[src/rtl/instr_sequencer.sv]
// Program sequencer: 32x9 program memory feeding instructions/immediates to a control unit.
// Build option INSTR_SEQ_WRAP_EN: pc wraps 31->0 instead of halting at the end of memory.
//
// state  | meaning
// IDLE   | waiting for start; program memory writable
// LOAD   | fetch mem[pc], decode HALT / reserved-NOP / executable
// ISSUE  | run=1 with din=mem[pc]; mvi moves on to IMM after one cycle
// IMM    | run=1 with din=mem[pc+1] (mvi immediate) until done
// HALTED | program ended; memory writable, start restarts at 0
module instr_sequencer (
  input  logic       clk,
  input  logic       resetn,
  input  logic       start,
  input  logic       wr_en,
  input  logic [4:0] wr_addr,
  input  logic [8:0] wr_data,
  input  logic       done,
  output logic [8:0] din,
  output logic       run,
  output logic [4:0] pc,
  output logic       busy,
  output logic       halted
);
`ifdef INSTR_SEQ_WRAP_EN
  localparam bit WRAP = 1'b1;
`else
  localparam bit WRAP = 1'b0;
`endif

  typedef enum logic [2:0] {S_IDLE, S_LOAD, S_ISSUE, S_IMM, S_HALTED} state_t;

  state_t     state_q, state_d;
  logic [4:0] pc_q, pc_d;
  logic [8:0] mem_q [32];
  logic [4:0] pc_p1, pc_p2;
  logic [8:0] cur_w, imm_w;
  logic [2:0] op_w;
  logic       at_end_w;

  assign pc_p1    = pc_q + 5'd1;
  assign pc_p2    = pc_q + 5'd2;
  assign cur_w    = mem_q[pc_q];
  assign imm_w    = mem_q[pc_p1];
  assign op_w     = cur_w[8:6];
  assign at_end_w = (pc_q == 5'd31) && !WRAP;
  assign pc       = pc_q;

  // Memory is deliberately outside the reset domain so programs survive reset.
  always_ff @(posedge clk) begin
    if (wr_en && (state_q == S_IDLE || state_q == S_HALTED))
      mem_q[wr_addr] <= wr_data;
  end

  always_ff @(posedge clk or negedge resetn) begin
    if (!resetn) begin
      state_q <= S_IDLE;
      pc_q    <= 5'd0;
    end else begin
      state_q <= state_d;
      pc_q    <= pc_d;
    end
  end

  always_comb begin
    state_d = state_q;
    pc_d    = pc_q;
    din     = 9'd0;
    run     = 1'b0;
    busy    = 1'b0;
    halted  = 1'b0;
    case (state_q)
      S_IDLE, S_HALTED: begin
        halted = (state_q == S_HALTED);
        if (start) begin
          pc_d    = 5'd0;
          state_d = S_LOAD;
        end
      end
      S_LOAD: begin
        din  = cur_w;
        busy = 1'b1;
        if (op_w == 3'b111) begin
          state_d = S_HALTED;
        end else if (op_w[2]) begin
          if (at_end_w) state_d = S_HALTED;
          else          pc_d    = pc_p1;
        end else if (op_w == 3'b001 && at_end_w) begin
          // mvi with no immediate slot left: stop before asserting run
          state_d = S_HALTED;
        end else begin
          state_d = S_ISSUE;
        end
      end
      S_ISSUE: begin
        din  = cur_w;
        run  = 1'b1;
        busy = 1'b1;
        if (op_w == 3'b001) begin
          state_d = S_IMM;
        end else if (done) begin
          if (at_end_w) begin
            state_d = S_HALTED;
          end else begin
            pc_d    = pc_p1;
            state_d = S_LOAD;
          end
        end
      end
      S_IMM: begin
        din  = imm_w;
        run  = 1'b1;
        busy = 1'b1;
        if (done) begin
          if (!WRAP && pc_q >= 5'd30) begin
            pc_d    = 5'd31;
            state_d = S_HALTED;
          end else begin
            pc_d    = pc_p2;
            state_d = S_LOAD;
          end
        end
      end
      default: state_d = S_IDLE;
    endcase
  end
endmodule
[config.mk]
export PLATFORM = sky130hd
export DESIGN_NAME = instr_sequencer
export DESIGN_NICKNAME = d
export VERILOG_FILES = /design/src/rtl/instr_sequencer.sv
export SDC_FILE = /design/constraint.sdc
export NUM_CORES = 1
export LEC_CHECK = 0
export BUFFER_PORTS_ARGS = -buffer_cell sky130_fd_sc_hd__clkbuf_2
export CAP_MARGIN = 20
export CORE_MARGIN = 4
export CORE_UTILIZATION = 40
export CTS_CLUSTER_DIAMETER = 150
export DETAILED_ROUTE_END_ITERATION = 10
export PLACE_DENSITY = 0.57
export SLEW_MARGIN = 20
export SYNTH_ARGS = -nofsm -noshare
export SYNTH_HDL_FRONTEND = slang
export SYNTH_SLANG_ARGS = --single-unit
[constraint.sdc]
create_clock -name clk -period 9.77 [get_ports clk]
set_input_delay 1.954 -clock clk [delete_from_list [all_inputs] [get_ports clk]]
set_output_delay 1.954 -clock clk [all_outputs]
set_load 0.03 [all_outputs]
; Yosys cells after proc, flatten, opt, wreduce, memory -nomap -nowiden
; Memories as Yosys holds them, arrays and structs flattened.
; Cells that the tools add are included.
[classes]
order_cmp = 1
muxes = 26
n_addsub = 2
n_eq_ne = 15
reduce_logical = 11
[op_table]
columns = cell, count
row1 = $mux W5, 8
row2 = $mux W3, 10
row3 = $pmux W5 S4, 1
row4 = $pmux W9 S2, 1
row5 = $ne A2 B2 Y1 const B, 6
row6 = $pmux W3 S4, 1
row7 = $reduce_and A7 Y1, 1
row8 = $eq A3 B1 Y1 const B, 2
row9 = $eq A3 B2 Y1 const B, 2
row10 = $eq A3 B3 Y1 const B, 2
row11 = $reduce_or A2 Y1, 3
row12 = $add A5 B1 Y5 const B, 1
row13 = $add A5 B2 Y5 const B, 1
row14 = $eq A5 B5 Y1 const B, 1
row15 = $ge A5 B5 Y1 const B, 1
row16 = $mux W1, 5
row17 = $ne A4 B4 Y1 const B, 1
row18 = $reduce_and A4 Y1, 1
row19 = $reduce_bool A4 Y1, 1
row20 = $logic_not A3 Y1, 1
row21 = $ne A3 B3 Y1 const B, 1
row22 = $reduce_or A3 Y1, 1
row23 = $logic_and A1 B1 Y1, 2
row24 = $logic_or A1 B1 Y1, 1
[totals]
mem_count = 1
elab_cells = 58
output_inout_bits = 17
mem_bits_rw = 288
ff_bits = 8
[mem_list]
columns = memory, words, word_bits, rd, rd_clocked_by_memory_dff, wr, line
row1 = mem_q, 32, 9, 2, 0, 1, 34  ; logic [8:0] mem_q [32];

; Longest topological paths before layout
; Gate-level depths: netlist (run 1).
; An unclocked memory read counts as a cell.
[depth]
depth_word = 7
mapped_depth = 12

; Worst setup path before layout (run 1)
; No wires, ideal clock.
[synth_timing]
kind = register to output
from = reg pc_q[0], in the netlist pc[0]
to = out din[0]
required_time_ns = 7.816
arrival_ns = 3.293
path_slack_ns = 4.523
path_buffers = 5
stages_incl_launch_ff = 12
path_cell_list = dfrtp_1 > buf_2 > buf_4 > buf_4 > inv_1 > ha_1 > buf_1 > clkbuf_1 > mux4_2 > mux4_2 > mux2i_1 > o21ai_0
[synth_via]
elab_chain_cells = 3
[synth_lines]
columns = element, line
row1 = "start, declared", 33  ; logic [4:0] pc_q, pc_d;
row2 = "start signal, assigned", 60  ; pc_q <= pc_d;
row3 = $add A5 B1 Y5, 40  ; assign pc_p1 = pc_q + 5'd1;
row4 = $mem_v2 Z32 W9 (*), n/a
row5 = $pmux W9 S2 (*), 71  ; case (state_q)
row6 = "end, declared", 18  ; output logic [8:0] din,
; Mark *: on every way between the ends. The rest lies on a longest branch, timed or not.

; Worst setup path in the final report (run 1)
[layout_timing]
from = reg pc_q[1], in the netlist pc[1]
to = out din[2]
; The elaborated chain is that of the path after synthesis.

==> results of run 1 <==
kinds of logic (layout without fill, tap and decap cells):
family / after synthesis / count (layout) / share of synthesized area
XOR/XNOR: 2 / 2 / 0.00175
multiplexers: 209 / 209 / 0.276
AO/OA/AOI/OAI: 88 / 88 / 0.0449
buffers and inverters: 56 / 128 / 0.0189
adder cells (fa/ha/maj): 4 / 4 / 0.00350
AND/OR/NAND/NOR: 105 / 105 / 0.0360
flip-flops: 296 / 296 / 0.619
routing by layer:
metal	GRT usage	up-vias	routed length [um]
met4	0.0524	0	889
met5	0	-	0
met3	0.0363	64	2690
met2	0.297	340	17300
li1	-	3371	-
met1	0.271	4269	15900
area by class of cell:
type | count | area (um^2) | area share
clock buffers | 45 | 956 | 0.0590
clock inverters | 17 | 156 | 0.00965
inverters | 5 | 18.8 | 0.00116
multi-input cells | 408 | 5250 | 0.324
flip-flops and latches | 296 | 8860 | 0.547
well taps | 455 | 569 | 0.0351
repair buffers | 61 | 394 | 0.0243
worst max-delay path, stage by stage (launching register included):
cell and delay [ns]:
dfrtp_4 0.80, buf_4 0.67, ha_1 0.35, nand2_1 0.12, xnor2_2 0.75, buf_4 0.41
mux4_2 0.25, mux2i_1 0.07, o21ai_0 0.50, clkbuf_2 0.31
through the flow:
step / worst slack, ns / total power, mW / utilization / hold WS (ns) / instance area (um^2)
global placement: 3.60 / 3.04 / 0.431 / 0.670 / 15000
CTS: 2.95 / 4.32 / 0.463 / 0.698 / 16200
global route: 2.71 / 4.48 / 0.464 / 0.723 / 16200
detailed placement: 3.47 / 3.06 / 0.431 / 0.687 / 15000
finish: 2.96 / 4.29 / 0.464 / 0.710 / 16200
floorplan: 4.52 / 2.67 / - / 0.619 / 14300
power by group through the flow:
stage / Clock (mW) / Combinational [mW] / Sequential, mW
floorplan: 0 / 1.20 / 1.46
global placement: 0 / 1.53 / 1.51
detailed placement: 0 / 1.54 / 1.51
CTS: 1.28 / 1.55 / 1.49
global route: 1.34 / 1.65 / 1.50
finish: 1.25 / 1.55 / 1.49
worst min-delay path by stage:
stage,startpoint,end,slack [ns],cells past startpoint
floorplan,state_q[2]$_DFFE_PN0P_,state_q[2]$_DFFE_PN0P_,0.62,2
global placement,state_q[2]$_DFFE_PN0P_,state_q[2]$_DFFE_PN0P_,0.67,2
detailed placement,state_q[2]$_DFFE_PN0P_,state_q[2]$_DFFE_PN0P_,0.69,2
CTS,state_q[2]$_DFFE_PN0P_,state_q[2]$_DFFE_PN0P_,0.70,2
global route,state_q[2]$_DFFE_PN0P_,state_q[2]$_DFFE_PN0P_,0.72,2
finish,state_q[2]$_DFFE_PN0P_,state_q[2]$_DFFE_PN0P_,0.71,2
synthesized netlist by cell type (5+ instances only):
cell | count | share of area
o22ai_1 | 12 | 0.0052
o221ai_1 | 7 | 0.0043
mux2i_1 | 50 | 0.035
dfrtp_1 | 8 | 0.014
edfxtp_1 | 288 | 0.60
o21ai_0 | 22 | 0.0077
mux4_2 | 135 | 0.21
nand3_1 | 8 | 0.0028
clkbuf_1 | 20 | 0.0052
nand2_1 | 24 | 0.0063
mux4_1 | 8 | 0.015
buf_2 | 24 | 0.0084
mux2_4 | 5 | 0.0052
mux2_2 | 11 | 0.0087
nor2_1 | 42 | 0.011
a211oi_1 | 5 | 0.0026
a21oi_1 | 8 | 0.0028
registers in the layout, summed over array words and instances, names as in the netlist:
register	cells
mem_q	288
pc	5
state_q	3
==> qor.yml, run 1 <==
postCtsSetupBuffers: 0
r2r_end: "pc[1]$_DFFE_PN0P_"
wl_per_cell_um: 28.6
die_w_um: 197
cts.sinks: 296
start_kind: "flip-flop"
drv_slew: 0
powerDensity_mw_per_mm2: 265
crit_fanout: 38
routabilityCongestion: 0.877
ant_nets: 0
fmax_ghz: 0.147
insertion_delay_ns: 0.51
syn_to_final_growth_pct: 13.3
placedCellCount: 1224
dr.pass1.iters: 5
path_class: "flip-flop to primary output"
numCtsBuffers: 34
synth_edf_count: 288
viasPerCell: 6.25
cap_violations: 0
initial_core_util: 0.410
cts_max_level: 2
grt_max_degree: 74
ctsRootBufferMaster: "clkbuf_16"
synth_cell_types: 62
final_common_cell: "edfxtp_1"
pwr-share-comb: 0.362
ctsHoldBuffers: 0
arrival_ns: 4.86
fin_setup_tns_ns: 0
syn_area_mm2: 0.0143
clkPwrFrac: 0.292
layout.cells.non_filler: 1287
crit_path_end: "din[2]"
synthFlopType: "edfxtp_1"
setup_violations: 0
diodes: 0
worst_slew_pin_slew_ns: 1.15
status: "finished, final reports clean"
internal-power_mw: 2.93
antenna_found_initial: 0
yosys_warnings: 0
p_switching_mw: 1.37
pin_count: 36
irDropWorstVdd_uv: 205
maxSlewHeadroom: 0.230
syn_nets: 783
seqPwrFrac: 0.346
clock_path_buffers: 3
async_reset_ff_frac: 0.0270
startpoint: "pc[1]$_DFFE_PN0P_"
rows: 68
ys_seq_elements: 296
swShare: 0.319
ys_seq_area_frac: 0.619
nets: 829
syn_inst: 760
cp-end-kind: "primary output"
fin_crit_sh: 0.697
vias: 8044
reg2reg_from: "pc[1]$_DFFE_PN0P_"
fillCellCount: 2955
fp.dieH_um: 197
dieArea_mm2: 0.0388
cts_tree: "done"
rsz0062_at_grt: "no"
dp_hpwl_um: 22900
fin_skew_ns: 0.0173
min_period_ns: 6.81
initialDrtViolationCount: 737
drive_gt1_frac: 0.346
reg2reg_depth: 8
route.detailed.drc: 0
coreArea_mm2: 0.0349
gr-total-overflow: 0
cp.required_ns: 7.82
clkSlewWorstSetupHoldPaths_ns: 0.06
grt_pass1_vias: 8377
grt_pass1_wl_um: 54000
portBuffers: 35
grt_usage: 0.188
final-hold-violation-count: 0
routed_wl_um: 36700
postCtsResizedCells: 0
cellLeakagePower_nw: 5.14
postSynthAreaPerCell_um2: 18.8
reg2reg_slack_ns: 5.45
hold_class: "flip-flop to flip-flop"
layout_common_cells: "edfxtp_1, mux4_2, mux2i_1, clkbuf_16, clkbuf_2"
Power figures use the tool's default switching activity.
==> run 2, diff against run 1 <==
- clock period: 9.77 -> 7.14 ns (I/O delays scaled with it)
==> run 2 against run 1 <==
  * Count of clock-buffer cells in the layout shrank 5
  * Sequential share of layout area is 0.18 points lower
  * First-iteration DRC count shrank 0.14%
  * Global-route usage increased by 0.42 points
  * Critical endpoint is now din[5]
  * Highest routed layer unchanged
==> qor.yml, run 2 (same netlist as run 1, synthesis figures left out) <==
clkSlewWorstSetupHoldPaths_ns: 0.06  # about the same
coreArea_mm2: 0.0349  # unchanged
vias: 8041  # -0.037%
grt_pass1_wl_um: 55300  # +2.3%
drv_slew: 0  # unchanged
initialDrtViolationCount: 736  # -0.14%
powerDensity_mw_per_mm2: 367  # +38%
route.detailed.drc: 0  # unchanged
crit_fanout: 73  # +92%
cp-end-kind: "primary output"
initial_core_util: 0.410  # unchanged
fin_skew_ns: 0.0180  # +0.000746 ns
dp_hpwl_um: 23300  # +1.6%
routabilityCongestion: 0.880  # +0.35%
viasPerCell: 6.26  # +0.12%
numCtsBuffers: 34  # unchanged
slowest_stage: "ha_4"
drive_gt1_frac: 0.347  # +0.000834
irDropWorstVdd_uv: 302  # +48%
hold_class: "flip-flop to flip-flop"
setup_violations: 0  # unchanged
reg2reg_from: "pc[1]$_DFFE_PN0P_"
r2r_end: "pc[0]$_DFFE_PN0P_"
use_met2: 0.310  # +0.0129
final-hold-violation-count: 0  # unchanged
grt-busiest-layer: "met2"
cp_common_cell: "mux4_2"
diodes: 0  # unchanged
pin_count: 36  # unchanged
cts_tree: "done"
regMostFlops: "mem_q"
gr-total-overflow: 0  # unchanged
cellLeakagePower_nw: 5.16  # +0.48%
ant_nets: 0  # unchanged
min_period_ns: 5.74
status: "finished, final reports clean"
antenna_found_initial: 0  # unchanged
cp.required_ns: 5.71  # -2.11 ns
postCtsResizedCells: 0  # unchanged
use_met1: 0.278  # +0.00672
maxSlewHeadroom: 0.233  # +0.00361
worst_slew_pin_slew_ns: 1.15  # -0.00116 ns
dr.pass1.iters: 5  # unchanged
arrival_ns: 4.31  # -0.55 ns
clock_path_buffers: 3  # unchanged
grt_use_met3: 0.0339  # -0.00239
total_power_mw: 5.96  # +39%
portBuffers: 35  # unchanged
path_class: "flip-flop to primary output"
nets: 832  # +0.36%
ctsRootBufferMaster: "clkbuf_16"
rows: 68  # unchanged
fin_setup_tns_ns: 0  # unchanged
path_buf_inv: 2  # -1
rsz0062_at_grt: "no"
die_w_um: 197  # unchanged
layout_common_cells: "edfxtp_1, mux4_2, mux2i_1, clkbuf_2, clkbuf_16"
reg2reg_depth: 8  # unchanged
dieArea_mm2: 0.0388  # unchanged
ctsHoldBuffers: 0  # unchanged
syn_to_final_growth_pct: 13.7
reg2reg_slack_ns: 2.80  # -2.65 ns
final_common_cell: "edfxtp_1"
cts_max_level: 2  # unchanged
holdPathStages: 2  # unchanged
cp_cell_sequence: "inv_1, ha_4, mux4_2, mux4_2, mux2i_1, o22ai_1, clkbuf_2"
insertion_delay_ns: 0.53  # +0.02 ns
grt_pass1_vias: 8301  # -0.91%
crit_path_end: "din[5]"
fmax_ghz: 0.174
cap_violations: 0  # unchanged
routed_wl_um: 37200  # +1.2%
crit_cells: 7  # -2
fp.dieH_um: 197  # unchanged
startpoint: "pc[0]$_DFFE_PN0P_"
cts.sinks: 296  # unchanged
path_delay_family: "multiplexers"
start_kind: "flip-flop"
grt_max_degree: 74  # unchanged
grt_usage: 0.192  # +0.00417
cp_slowest_stage_delay_ns: 1.08  # +0.28 ns
fillCellCount: 2943  # -0.41%
wl_per_cell_um: 28.9  # +1.4%
postCtsSetupBuffers: 0  # unchanged
largest_register_ffs: 288  # unchanged
fin_crit_sh: 0.804
[run 2: changes by cell type in the layout (fill, tap and decap cells not counted), sizes merged]
cell / before / now
inv: 4 / 6
clkbuf: 80 / 75
buf: 26 / 29
clkinv: 15 / 9
bufinv: 3 / 7
[run 2: area by class of cell]
class	count	area (um^2)	share of cell area
clock inverters	17	274	0.0169
repair buffers	64	417	0.0256
multi-input cells	408	5250	0.323
flip-flops and latches	296	8860	0.545
clock buffers	40	873	0.0537
well taps	455	569	0.0350
inverters	5	18.8	0.00115
[run 2: metrics by stage]
step	worst slack [ns]	util	instances	area [um^2]	hold WS, ns
floorplan	2.42	-	760	14300	0.619
global placement	1.96	0.431	1224	15000	0.676
detailed placement	1.88	0.432	1227	15100	0.705
CTS	1.33	0.465	1284	16200	0.716
global route	1.12	0.466	1285	16300	0.768
finish	1.40	0.466	1285	16300	0.730
[run 2: per-layer routing]
metal	wire length (um)	up-vias	part of all wire
met5	0	-	0
li1	-	3368	-
met2	18000	262	0.48
met4	630	0	0.017
met3	2210	48	0.060
met1	16400	4363	0.44
[run 2: worst register-to-register path, delay by kind of cell (launching register included)]
kind            cells  cell delay [ns]
compound gates      6             1.79
simple gates        1             0.84
flops               1             0.83
buf+inv             1             0.73
[run 2: worst min path at each step]
stage	startpoint	end	slack, ns
6_report	state_q[2]$_DFFE_PN0P_	state_q[2]$_DFFE_PN0P_	0.73
5_1_grt	resetn	pc[1]$_DFFE_PN0P_	0.77
4_1_cts	state_q[2]$_DFFE_PN0P_	state_q[2]$_DFFE_PN0P_	0.72
3_5_place_dp	state_q[2]$_DFFE_PN0P_	state_q[2]$_DFFE_PN0P_	0.70
3_3_place_gp	state_q[2]$_DFFE_PN0P_	state_q[2]$_DFFE_PN0P_	0.68
2_1_floorplan	state_q[2]$_DFFE_PN0P_	state_q[2]$_DFFE_PN0P_	0.62
[run 2: power breakdown]
part,switching [mW],total [mW],internal (mW)
clock network,0.677,1.80,1.13
registers,0.104,2.04,1.94
logic,1.10,2.11,1.01
total,1.88,5.96,4.08
